[src/rtl/rotimm_encoder.sv]
// rotimm_encoder
// Finds an 8-bit-immediate / even-rotate encoding for a 32-bit constant.
// One rotate candidate is tested per cycle, in ascending order, so the first
// hit is the smallest rot4. When the caller allows it, a second pass searches
// the same way for an encoding of ~value (MVN-style).
//
// state    | meaning
// ---------+---------------------------------------------------------------
// S_IDLE   | waiting for start; result registers hold the last result
// S_SEARCH | testing candidate rot_q of the current pass (plain or inverted)
// S_DONE   | result registered; done pulses for this single cycle
module rotimm_encoder #(
    parameter int FULLW = 32,
    parameter int IMMW  = 8,
    parameter int ROTW  = 4
) (
    input  logic             clk,
    input  logic             rst,
    input  logic             start,
    input  logic [FULLW-1:0] value,
    input  logic             allow_inv,
    output logic             busy,
    output logic             done,
    output logic             found,
    output logic             inv,
    output logic [IMMW-1:0]  imm8,
    output logic [ROTW-1:0]  rot4
);

    localparam logic [1:0] S_IDLE   = 2'd0;
    localparam logic [1:0] S_SEARCH = 2'd1;
    localparam logic [1:0] S_DONE   = 2'd2;

    // Shift amounts are 2*r and FULLW-2*r; one extra bit covers FULLW itself.
    localparam int SW = ROTW + 2;
    localparam logic [ROTW-1:0] R_LAST = '1;
    localparam logic            PASS_PLAIN = 1'b0;
    localparam logic            PASS_INV   = 1'b1;

    logic [1:0]       state_q;
    logic [FULLW-1:0] value_q;
    logic             allow_q;
    logic [ROTW-1:0]  rot_q;
    logic             pass_q;

    logic [FULLW-1:0] target;
    logic [SW-1:0]    lshamt;
    logic [SW-1:0]    rshamt;
    logic [FULLW-1:0] rolled;
    logic             match;
    logic             last_try;

    // Candidate test: rotate the current target left by 2*r and require
    // everything above the immediate field to be zero.
    always_comb begin
        target = (pass_q == PASS_INV) ? ~value_q : value_q;
        lshamt = {1'b0, rot_q, 1'b0};
        rshamt = SW'(FULLW) - lshamt;
        // A right shift by the full width yields zero, so r=0 is a plain copy.
        rolled = (target << lshamt) | (target >> rshamt);
        match  = (rolled[FULLW-1:IMMW] == '0);
        last_try = (rot_q == R_LAST) && !((pass_q == PASS_PLAIN) && allow_q);
    end

    // Control FSM.
    always_ff @(posedge clk) begin
        if (rst) begin
            state_q <= S_IDLE;
        end else begin
            case (state_q)
                S_IDLE:   if (start) state_q <= S_SEARCH;
                S_SEARCH: if (match || last_try) state_q <= S_DONE;
                S_DONE:   state_q <= S_IDLE;
                default:  state_q <= S_IDLE;
            endcase
        end
    end

    // Operand capture, rotate counter and pass selection.
    always_ff @(posedge clk) begin
        if (rst) begin
            value_q <= '0;
            allow_q <= 1'b0;
            rot_q   <= '0;
            pass_q  <= PASS_PLAIN;
        end else if (state_q == S_IDLE) begin
            if (start) begin
                value_q <= value;
                allow_q <= allow_inv;
                rot_q   <= '0;
                pass_q  <= PASS_PLAIN;
            end
        end else if (state_q == S_SEARCH && !match) begin
            if (rot_q != R_LAST) begin
                rot_q <= rot_q + 1'b1;
            end else if ((pass_q == PASS_PLAIN) && allow_q) begin
                rot_q  <= '0;
                pass_q <= PASS_INV;
            end
        end
    end

    // Result registers: written only on the edge that enters S_DONE.
    always_ff @(posedge clk) begin
        if (rst) begin
            found <= 1'b0;
            inv   <= 1'b0;
            imm8  <= '0;
            rot4  <= '0;
        end else if (state_q == S_SEARCH) begin
            if (match) begin
                found <= 1'b1;
                inv   <= pass_q;
                imm8  <= rolled[IMMW-1:0];
                rot4  <= rot_q;
            end else if (last_try) begin
                found <= 1'b0;
                inv   <= 1'b0;
                imm8  <= '0;
                rot4  <= '0;
            end
        end
    end

    // Status outputs decoded straight from the state register.
    always_comb begin
        busy = (state_q != S_IDLE);
        done = (state_q == S_DONE);
    end

endmodule

[config.mk]
export PLATFORM = sky130hd
export DESIGN_NAME = rotimm_encoder
export DESIGN_NICKNAME = d
export VERILOG_FILES = /design/src/rtl/rotimm_encoder.sv
export SDC_FILE = /design/constraint.sdc
export NUM_CORES = 1
export LEC_CHECK = 0
export CAP_MARGIN = 20
export CORE_ASPECT_RATIO = 0.7
export CORE_MARGIN = 2
export CORE_UTILIZATION = 45
export CTS_BUF_LIST = sky130_fd_sc_hd__clkbuf_8
export DETAILED_ROUTE_END_ITERATION = 16
export GPL_TIMING_DRIVEN = 0
export PLACE_DENSITY = 0.66
export SLEW_MARGIN = 20
export SYNTH_ARGS = -nofsm -noshare
export SYNTH_HDL_FRONTEND = slang
export SYNTH_SLANG_ARGS = --single-unit
[constraint.sdc]
create_clock -name clk -period 4.3 [get_ports clk]
set_input_delay 0.86 -clock clk [delete_from_list [all_inputs] [get_ports clk]]
set_output_delay 0.86 -clock clk [all_outputs]
set_load 0.05 [all_outputs]
# Word-level counts from Yosys, hierarchy flattened
# Index checks and enable logic that the tools add are counted.
[classes]
n_addsub = 2
n_eq_ne = 7
shift = 2
n_mux = 21
n_bitwise = 3
reduce_logical = 18
[ops]
columns = ["operator", "n"]
rows = [
  ["32-bit 2-to-1 mux", 1],
  ["32-bit inverter", 1],
  ["32-bit bitwise OR", 1],
  ["32-bit by 5-bit << shifter with 32-bit output", 1],
  ["32-bit by 6-bit right shift with 32-bit output", 1],
  ["4-bit 2-to-1 mux", 7],
  ["24-bit zero test", 1],
  ["8-bit 2-to-1 mux", 2],
  ["1-bit 2-to-1 mux", 8],
  ["2-bit nonzero test", 4],
  ["2-bit != test, second input constant", 3],
  ["2-bit AND reduction", 3],
  ["6-bit by 5-bit subtractor with 6-bit output, first input constant", 1],
  ["4-bit by 1-bit adder with 4-bit output, second input constant", 1],
  ["4-bit == test, second input constant", 1],
  ["2-bit 2-to-1 mux", 2],
  ["4-bit != test, second input constant", 1],
  ["2-bit one-hot mux with 2 select lines", 1],
  ["4-bit AND reduction", 1],
  ["1-bit logical AND", 3],
  ["3-bit AND reduction", 1],
  ["3-bit nonzero test", 1],
  ["2-bit by 1-bit == test with 1-bit output, second input constant", 1],
  ["2-bit == test, second input constant", 1],
  ["other kinds (4)", 5],
]
[word_totals]
reg_bits = 54
input_bits = 36
elab_cells = 62

# Logic depth before layout (Yosys ltp)
# Gate-level depths: netlist of the first run.
[depth]
ltp_word = 9
ltp_mapped = 18

# Least setup slack after synthesis of the first run
# Ideal clock, no wire load.
[synth_timing]
path_type = "reg-to-reg"
from = "register rot_q[0]"
to = "register imm8[6]"
setup_time_ns = 0.115
t_arrival_ns = 3.641
setup_slack_ns = 0.543
stages_incl_launch_ff = 16
n_path_buf = 4
synth_period_minus_slack_ns = 3.757
cell_sequence = "dfxtp_1 > buf_6 > inv_1 > buf_1 > ha_1 > buf_2 > mux4_1 > or4_1 > a211oi_2 > o221ai_2 > o211ai_2 > o221ai_2 > or3_1 > buf_6 > and3_1 > a31o_1"
[synth_via]
elab_chain_cells = 6
elab_cells_between_ends = 10
[synth_rtl]
columns = ["element", "line", "rtl"]
rows = [
  ["from (decl)", "43", "logic [ROTW-1:0] rot_q;"],
  ["from (signal assigned)", "95", "rot_q <= rot_q + 1'b1;"],
  ["6-bit by 5-bit subtractor with 6-bit output", "58", "rshamt = SW'(FULLW) - lshamt;"],
  ["32-bit by 6-bit right shift with 32-bit output", "60", "rolled = (target << lshamt) | (target >> rshamt);"],
  ["32-bit bitwise OR", "60", ""],
  ["24-bit zero test", "61", "match = (rolled[FULLW-1:IMMW] == '0);"],
  ["2-bit nonzero test (no line)", "-", ""],
  ["2-bit AND reduction (no line)", "-", ""],
  ["to (signal assigned)", "114", "imm8 <= rolled[IMMW-1:0];"],
  ["to (decl)", "26", "output logic [IMMW-1:0] imm8,"],
]
# Several ways; a longest one is shown, not always the timed one.
# A chain may end at the register's enable or synchronous reset.

# Final worst setup path of the first run
[layout_timing]
from = "register rot_q[0]"
to = "register imm8[1]"
# The elaborated chain is that of the path after synthesis.

==> flow_summary.yaml, run 1 <==
pwr:
  p_sw_mw: 0.667
  p_clk_share_pct: 20.5
  p_total_mw: 1.59
  netSwitchingFraction_pct: 41.9
  combPwrFrac_pct: 44.6
  power_frac_seq_pct: 34.9
  power_density_nw_per_um2: 273
  peakVddDrop_mv: 0.135
  power_leakage_nw: 2.06
  intPower_mw: 0.925
sta:
  finClkSkew_ns: 0.0135
  relSlewSlack_pct: 35.6
  post-route-period-util_pct: 94.4
  setup_violations: 0
  clock.fmax_ghz: 0.246
  timing.hold.ws_ns: 0.468
  drv_slew: 0
  rsz0062_at_grt: "no"
  setup_tns_ns: 0
  hold_viol: 0
  worst_slew_pin_slew_ns: 0.957
  post-route-min-period_ns: 4.06
placed_design:
  io_buffers: 50
  placed_area_um2: 5710
  dp_hpwl_mm: 14.2
  gp_congestion: 0.997
synth:
  ys_top_cells_by_area: "dfxtp_1, mux4_2, nand2_1, mux2i_1, a21oi_1"
  syn-instance-count: 665
  yosysTopAreaCell: "dfxtp_1"
  ys_ff_latch: 54
  ys_seq_area_share_pct: 21.6
  netlist_area_um2: 5010
  synth_edf_count: 0
  synthFlopType: "dfxtp_1"
  syn_avg_cell_area_um2: 7.54
  synthArstFlopShare_pct: 0
  yosysWarnings: 0
  synthesis.nets: 703
  yosysUniqueCellTypes: 74
  synth_top_area_share_pct: 21.6
drt:
  drt_first_pass_iters: 5
  drc: 0
  drt-initial-drc-count: 699
  via_per_inst: 6.36
  num_vias: 5573
  wl_mm: 18.8
  routedWlPerCell_um: 21.4
  ant_nets: 0
clock_network:
  cts_tree: "done"
  cts.sinks: 54
  clock_path_buffers: 2
  clock_tree.root_cell: "clkbuf_8"
  numCtsBuffers: 5
  htree_levels: 2
  clk_pin_slew_ns: 0.11
  hold_buffers: 0
  worstSkewPairLatency_ns: 0.34
finish:
  final_util_pct: 53.3
  drive_gt1_share_pct: 10.1
  ff_latch_area_um2: 1080
  design_area_um2: 5830
  nFillCells: 1081
  nNetsFinal: 760
  area_growth_pct: 16.3
  multiInputGateArea_um2: 3550
  diodes: 0
setup_path:
  crit_type: "reg2reg"
  path_cells: "buf_6, clkinvlp_4, ha_2, clkbuf_4, mux2i_1, a32oi_1, a2111oi_0, o211ai_1, o211ai_2, o221ai_2, or3_1, buf_6, buf_6, nand4_1, o31ai_2"
  rr_endpoint: "imm8[1]$_SDFFE_PP0P_"
  path_depth: 15
  crit_buf_inv: 5
  critPathRequiredTime_ns: 4.51
  rr_startpoint: "rot_q[0]$_SDFFE_PP0P_"
  crit_slowest_cell: "a2111oi_0"
  crit_path_frequent_cell: "buf_6"
  path_max_fanout: 10
  cp-end-kind: "register"
  cp_top_family: "compound AO/OA/AOI/OAI gates"
  slowest_delay_ns: 0.57
  critPathArrivalTime_ns: 4.26
  crit_start: "rot_q[0]$_SDFFE_PP0P_"
  crit_end: "imm8[1]$_SDFFE_PP0P_"
  r2r_cells: 15
  startpoint_type: "register"
  rrSetupSlack_ns: 0.24
floorplan:
  die_area_um2: 12000
  initial_utilization_pct: 45.9
  dieHeight_um: 92.3
  num_rows: 32
  design.core.area_um2: 10900
  boundaryPins: 52
  die_w_um: 130
grt:
  grt_overflow: 0
  grt_max_degree: 20
  antenna_found_initial: 0
  grt_pass1_wl_mm: 29.5
  grt_use_total_pct: 32.3
  grt_pass1_vias: 5139
status:
  status: "finished clean"
job:
  drv_cap: 0
hold_path:
  min_path_type: "reg2reg"
layout make-up:
type	count	share of cell area, %
Buffer	75	6.16
Clock inverter	3	0.451
Sequential cell	54	18.6
Multi-Input combinational cell	525	60.9
Tap cell	153	3.28
Timing Repair Buffer	51	8.71
Inverter	10	0.751
Clock buffer	5	1.18
how the worst min path moves through the flow:
stage          cells past startpoint                   end  slack [ns]                 start
2_1_floorplan                      2  allow_q$_SDFFE_PP0P_        0.45  allow_q$_SDFFE_PP0P_
3_3_place_gp                       2    found$_SDFFE_PP0P_        0.45    found$_SDFFE_PP0P_
3_5_place_dp                       2    found$_SDFFE_PP0P_        0.46    found$_SDFFE_PP0P_
4_1_cts                            2    found$_SDFFE_PP0P_        0.48    found$_SDFFE_PP0P_
5_1_grt                            2  imm8[4]$_SDFFE_PP0P_        0.50  imm8[4]$_SDFFE_PP0P_
6_report                           2  imm8[3]$_SDFFE_PP0P_        0.47  imm8[3]$_SDFFE_PP0P_
per-stage QoR:
| step | setup WS (ns) | cells |
|---|---|---|
| floorplan | 0.543 | 665 |
| global placement | -0.546 | 868 |
| detailed placement | -0.488 | 868 |
| CTS | 0.214 | 876 |
| global route | 0.0997 | 876 |
| finish | 0.241 | 876 |
flip-flops by register name (all words and copies together) (netlist names):
| register | flops |
|---|---|
| inv | 1 |
| found | 1 |
| value_q | 32 |
| state_q | 2 |
| rot4 | 4 |
| pass_q | 1 |
| allow_q | 1 |
| rot_q | 4 |
| imm8 | 8 |
layer usage:
metal	global-route usage (%)	wire [um]	part of all wire [%]
met1	50.5	8810	47
met4	7.26	323	1.7
met5	0	0	0
met3	7.45	2160	12
met2	44.3	7460	40
logic make-up after synthesis:
logic type | after synthesis | share of synthesized area (%)
buffers and inverters | 86 | 7.79
muxes | 61 | 17.5
AOI/OAI and AO/OA | 163 | 22.0
xor gates and xnor gates | 31 | 5.42
and+or+nand+nor | 268 | 25.2
adders and majority gates | 2 | 0.499
DFF | 54 | 21.6
cells in the mapped netlist (all sizes together) (4+ instances only):
library cell  count
and2              8
o211ai            7
xnor2            15
mux4             20
nand2           107
nand4             8
nor3             28
a21oi            60
mux2              5
inv               9
a211oi            9
dfxtp            54
o22ai             8
a311oi            4
clkbuf           51
buf              25
or4               4
nand3            27
nor4              4
mux2i            36
or3               7
nor2             42
and3             16
o21ai            23
or2               5
a32oi             4
o32ai             7
xor2             16
placed cells by master, fill, tap and decap left out, drive strengths merged, types with 20 or more instances in the layout:
master         synthesis  final
nor2                  42     42
mux2i                 36     36
clkdlybuf4s50          0     50
nor3                  28     28
buf                   25     24
nand2                107    107
o21ai                 23     23
clkbuf                51     57
mux4                  20     20
a21oi                 60     60
dfxtp                 54     54
nand3                 27     27
worst register-to-register path, cell delays in order, from the launching register on:
cell and delay [ns]:
dfxtp_2 0.43, buf_6 0.21, clkinvlp_4 0.11, ha_2 0.39, clkbuf_4 0.26, mux2i_1 0.49, a32oi_1 0.09, a2111oi_0 0.57
o211ai_1 0.22, o211ai_2 0.13, o221ai_2 0.16, or3_1 0.38, buf_6 0.16, buf_6 0.14, nand4_1 0.11, o31ai_2 0.07
what timing repair did:
item,4_1_cts,5_1_grt
setup endpoints to repair,21,10
gates resized for setup,7,6
buffers inserted,1,0
power by group through the flow:
stage | logic [mW] | clock network, mW | registers, mW
after detailed placement | 0.678 | 0 | 0.565
final | 0.710 | 0.327 | 0.555
after global routing | 0.759 | 0.355 | 0.558
after global placement | 0.675 | 0 | 0.564
after floorplan | 0.484 | 0 | 0.553
after CTS | 0.686 | 0.332 | 0.553
(Power assumes the default switching activity.)
==> run 2: changes to the inputs <==
Settings changed: RECOVER_POWER from default to 100.
==> flow_summary.yaml, run 2 (same netlist as run 1, synthesis figures left out) <==
sta:
  worst_slew_pin_slew_ns: 0.952
  rsz0062_at_grt: "no"
  finClkSkew_ns: 0.0135
  clock.fmax_ghz: 0.246
  post-route-period-util_pct: 94.6
  setup_ws_ns: 0.231
  relSlewSlack_pct: 35.9
  setup_tns_ns: 0
  drv_slew: 0
  hold_viol: 0
  timing.hold.ws_ns: 0.464
  setup_violations: 0
  post-route-min-period_ns: 4.07
setup_path:
  critPathRequiredTime_ns: 4.57
  crit_type: "reg2reg"
  cp_top_family: "compound AO/OA/AOI/OAI gates"
  startpoint_type: "register"
  crit_buf_inv: 4
  cp-end-kind: "register"
  critPathArrivalTime_ns: 4.34
  path_cells: "buf_6, clkinvlp_4, ha_2, clkbuf_4, mux2i_1, a32oi_1, a2111oi_0, o211ai_1, o211ai_1, o221ai_2, or3_1, buf_6, a311oi_1, a41o_1"
  path_max_fanout: 10
  slowest_delay_ns: 0.55
  crit_slowest_cell: "a2111oi_0"
finish:
  nFillCells: 1086
  top_regs: "value_q: 32 flops, imm8: 8 flops"
  nNetsFinal: 760
  largest_register: "value_q"
  layout_common_cells: "nand2_1, a21oi_1, dfxtp_1, clkbuf_1, nor2_1"
  final_util_pct: 53.2
  largest_reg_flops: 32
  area_growth_pct: 15.9
  final_common_cell: "nand2_1"
  drive_gt1_share_pct: 9.82
  diodes: 0
grt:
  grt_max_degree: 20
  grt_use_total_pct: 32.3
  grt_overflow: 0
  grt_pass1_wl_mm: 29.5
  grt_pass1_vias: 5139
  antenna_found_initial: 0
clock_network:
  numCtsBuffers: 5
  clock_path_buffers: 2
  clk_pin_slew_ns: 0.10
  worstSkewPairLatency_ns: 0.34
  clock_tree.root_cell: "clkbuf_8"
  hold_buffers: 0
  cts_tree: "done"
  htree_levels: 2
  cts.sinks: 54
drt:
  drt-initial-drc-count: 700
  route.met2.wl_mm: 7.41
  routedWlPerCell_um: 21.4
  via_per_inst: 6.36
  wl_mm: 18.7
  wl_met3_mm: 2.34
  routed.top_layer: "met4"
  num_vias: 5569
  drt-met1-wl_mm: 8.67
  ant_nets: 0
  drt_first_pass_iters: 5
  drc: 0
floorplan:
  die_area_um2: 12000
  design.core.area_um2: 10900
  initial_utilization_pct: 45.9
  boundaryPins: 52
  die_w_um: 130
  dieHeight_um: 92.3
  num_rows: 32
pwr:
  power_leakage_nw: 2.11
  peakVddDrop_mv: 0.136
  p_total_mw: 1.58
  power_density_nw_per_um2: 273
job:
  drv_cap: 0
placed_design:
  gp_congestion: 0.997
  pre_cts_ws_ns: -0.488
  dp_hpwl_mm: 14.2
  io_buffers: 50
hold_path:
  min_path_type: "reg2reg"
status:
  status: "finished clean"
run 2: changes by cell type in the layout (fill, tap and decap cells not counted), sizes merged:
| cell | previous run | this run |
|---|---|---|
| clkdlybuf4s50 | 50 | 33 |
| dlygate4sd3 | 0 | 17 |
run 2: layer usage:
layer | GRT usage [%] | vias to the layer above
met5 | 0 | -
met4 | 7.26 | 0
met3 | 7.45 | 22
met2 | 44.3 | 326
met1 | 50.5 | 2672
li1 | - | 2549
run 2: timing repair:
| action | 4_1_cts | 5_1_grt |
|---|---|---|
| pin swaps | 0 | 0 |
| resized for setup | 7 | 6 |
| buffers inserted | 1 | 0 |
| endpoints found under the setup margin | 21 | 10 |
run 2: layout make-up:
class	count	area, um^2	area share (%)
timing repair buffer	51	508	8.74
inverter	10	43.8	0.753
clock buffer	5	68.8	1.18
tap	153	191	3.29
buffer	75	359	6.18
sequential	54	1080	18.6
clock inverter	3	26.3	0.452
multi-input combinational	525	3530	60.8
run 2: path summary, 6_finish.rpt:
| path | cells after the start | slack [ns] | startpoint | endpoint |
|---|---|---|---|---|
| worst max-delay path | 14 | 0.23 | rot_q[0]$_SDFFE_PP0P_ | imm8[0]$_SDFFE_PP0P_ |
| worst min-delay path | 2 | 0.46 | imm8[3]$_SDFFE_PP0P_ | imm8[3]$_SDFFE_PP0P_ |
| worst max register to register | 14 | 0.23 | rot_q[0]$_SDFFE_PP0P_ | imm8[0]$_SDFFE_PP0P_ |
| worst min register to register | 2 | 0.46 | imm8[3]$_SDFFE_PP0P_ | imm8[3]$_SDFFE_PP0P_ |
run 2: report_power, final:
group	internal (mW)	total (mW)	switching, mW
Clock	0.121	0.325	0.204
Combinational	0.278	0.704	0.426
Sequential	0.524	0.555	0.0309
Total	0.923	1.58	0.662
run 2: tightest hold or removal path: stages (launching register included):
cell     delay, ns
dfxtp_1       0.32
nand2_1       0.05
o21ai_0       0.06
run 2: through the flow:
stage               instances  area [um^2]
global route              876         5810
CTS                       876         5820
detailed placement        868         5710
floorplan                 665         5010
global placement          868         5710
finish                    876         5810
==> run 3: changes to the inputs <==
Settings changed: CORE_ASPECT_RATIO 0.7 to 1.2.
==> flow_summary.yaml, run 3 (same netlist as run 1, synthesis figures left out) <==
finish:
  area_growth_pct: 15.9
  drive_gt1_share_pct: 9.96
  largest_reg_flops: 32
  largest_register: "value_q"
  layout_common_cells: "nand2_1, a21oi_1, dfxtp_1, clkbuf_1, nor2_1"
  final_util_pct: 53.2
  diodes: 0
  nNetsFinal: 760
  final_common_cell: "nand2_1"
  top_regs: "value_q: 32 flops, imm8: 8 flops"
  design_area_um2: 5810
drt:
  ant_nets: 0
  wl_mm: 18.1
  num_vias: 5485
  drt-met1-wl_mm: 6.91
  route.met2.wl_mm: 8.91
  drt_first_pass_iters: 5
  drt-initial-drc-count: 507
  wl_met3_mm: 1.38
  via_per_inst: 6.42
  routed.top_layer: "met4"
  drc: 0
  routedWlPerCell_um: 21.2
floorplan:
  initial_utilization_pct: 45.9
  design.core.area_um2: 10900
  boundaryPins: 52
  num_rows: 42
  die_area_um2: 12000
  die_w_um: 100
  dieHeight_um: 120
setup_path:
  path_max_fanout: 10
  crit_path_frequent_cell: "buf_6"
  crit_type: "reg2reg"
  crit_slowest_cell: "dfxtp_2"
  startpoint_type: "register"
  cp-end-kind: "register"
  critPathArrivalTime_ns: 4.37
  slowest_delay_ns: 0.48
  path_cells: "buf_6, clkinvlp_4, ha_2, buf_2, buf_4, clkbuf_2, o31ai_1, o211ai_1, a311oi_1, o21ai_1, o2111ai_1, or3_1, buf_6, buf_6, nand4_1, o31ai_2"
  critPathRequiredTime_ns: 4.51
clock_network:
  cts.sinks: 54
  htree_levels: 2
  clk_pin_slew_ns: 0.11
  cts_tree: "done"
  clock_tree.root_cell: "clkbuf_8"
  worstSkewPairLatency_ns: 0.33
  hold_buffers: 0
  clock_path_buffers: 2
  numCtsBuffers: 5
placed_design:
  dp_hpwl_mm: 13.7
  pre_cts_ws_ns: -0.530
  io_buffers: 50
  gp_congestion: 0.993
  placed_area_um2: 5680
grt:
  antenna_found_initial: 0
  grt_pass1_vias: 5206
  grt_use_total_pct: 30.4
  grt_max_degree: 19
  grt_pass1_wl_mm: 28.4
  grt_overflow: 0
sta:
  post-route-min-period_ns: 4.16
  rsz0062_at_grt: "no"
  timing.hold.ws_ns: 0.469
  drv_slew: 0
  worst_slew_pin_slew_ns: 0.848
  finClkSkew_ns: 0.00966
  clock.fmax_ghz: 0.240
  post-route-period-util_pct: 96.8
  setup_ws_ns: 0.137
  setup_violations: 0
  hold_viol: 0
  relSlewSlack_pct: 43.1
pwr:
  p_total_mw: 1.63
  power_density_nw_per_um2: 280
  peakVddDrop_mv: 0.147
  power_leakage_nw: 2.11
job:
  drv_cap: 0
hold_path:
  min_path_type: "reg2reg"
status:
  status: "finished clean"
run 3: through the flow:
step / cells / setup TNS, ns
final: 855 / 0
after global routing: 855 / 0
after CTS: 855 / 0
after detailed placement: 847 / -8.76
after global placement: 847 / -9.25
after floorplan: 665 / 0
run 3: power by group:
part / switching [mW] / internal (mW)
registers: 0.0295 / 0.524
logic: 0.419 / 0.277
clock network: 0.200 / 0.178
run 3: repair_timing:
item,CTS,global route
pin swaps,0,0
cloned,0,0
resized for setup,6,3
setup endpoints to repair,21,19
hold endpoints to repair,0,0
buffers inserted,1,0
run 3: cell type report:
class,instances,area (um^2)
fillers,1067,5120
multi-input cells,525,3540
flip-flops and latches,54,1080
repair buffers,51,508
plain buffers,75,353
well taps,132,165
clock buffers,5,68.8
clock inverters,3,48.8
inverters,10,42.5
run 3: final timing paths:
kind                               from                    to  slack (ns)  cells after the start
setup / recovery  rot_q[0]$_SDFFE_PP0P_  imm8[1]$_SDFFE_PP0P_        0.14                     16
hold / removal       found$_SDFFE_PP0P_    found$_SDFFE_PP0P_        0.47                      2
setup reg to reg  rot_q[0]$_SDFFE_PP0P_  imm8[1]$_SDFFE_PP0P_        0.14                     16
hold reg to reg      found$_SDFFE_PP0P_    found$_SDFFE_PP0P_        0.47                      2
run 3: critical path: cells and delay by family, from the launching register on:
kind	cells	cell delay [ns]
flops	1	0.48
buf+inv	7	1.55
compound gates	6	1.05
simple gates	2	0.54
fa+ha+maj	1	0.40
run 3: routing by layer:
metal / GRT usage, % / vias to the layer above
met5: 0 / -
met2: 50.0 / 306
li1: - / 2556
met4: 17.6 / 0
met3: 4.95 / 67
met1: 37.4 / 2556
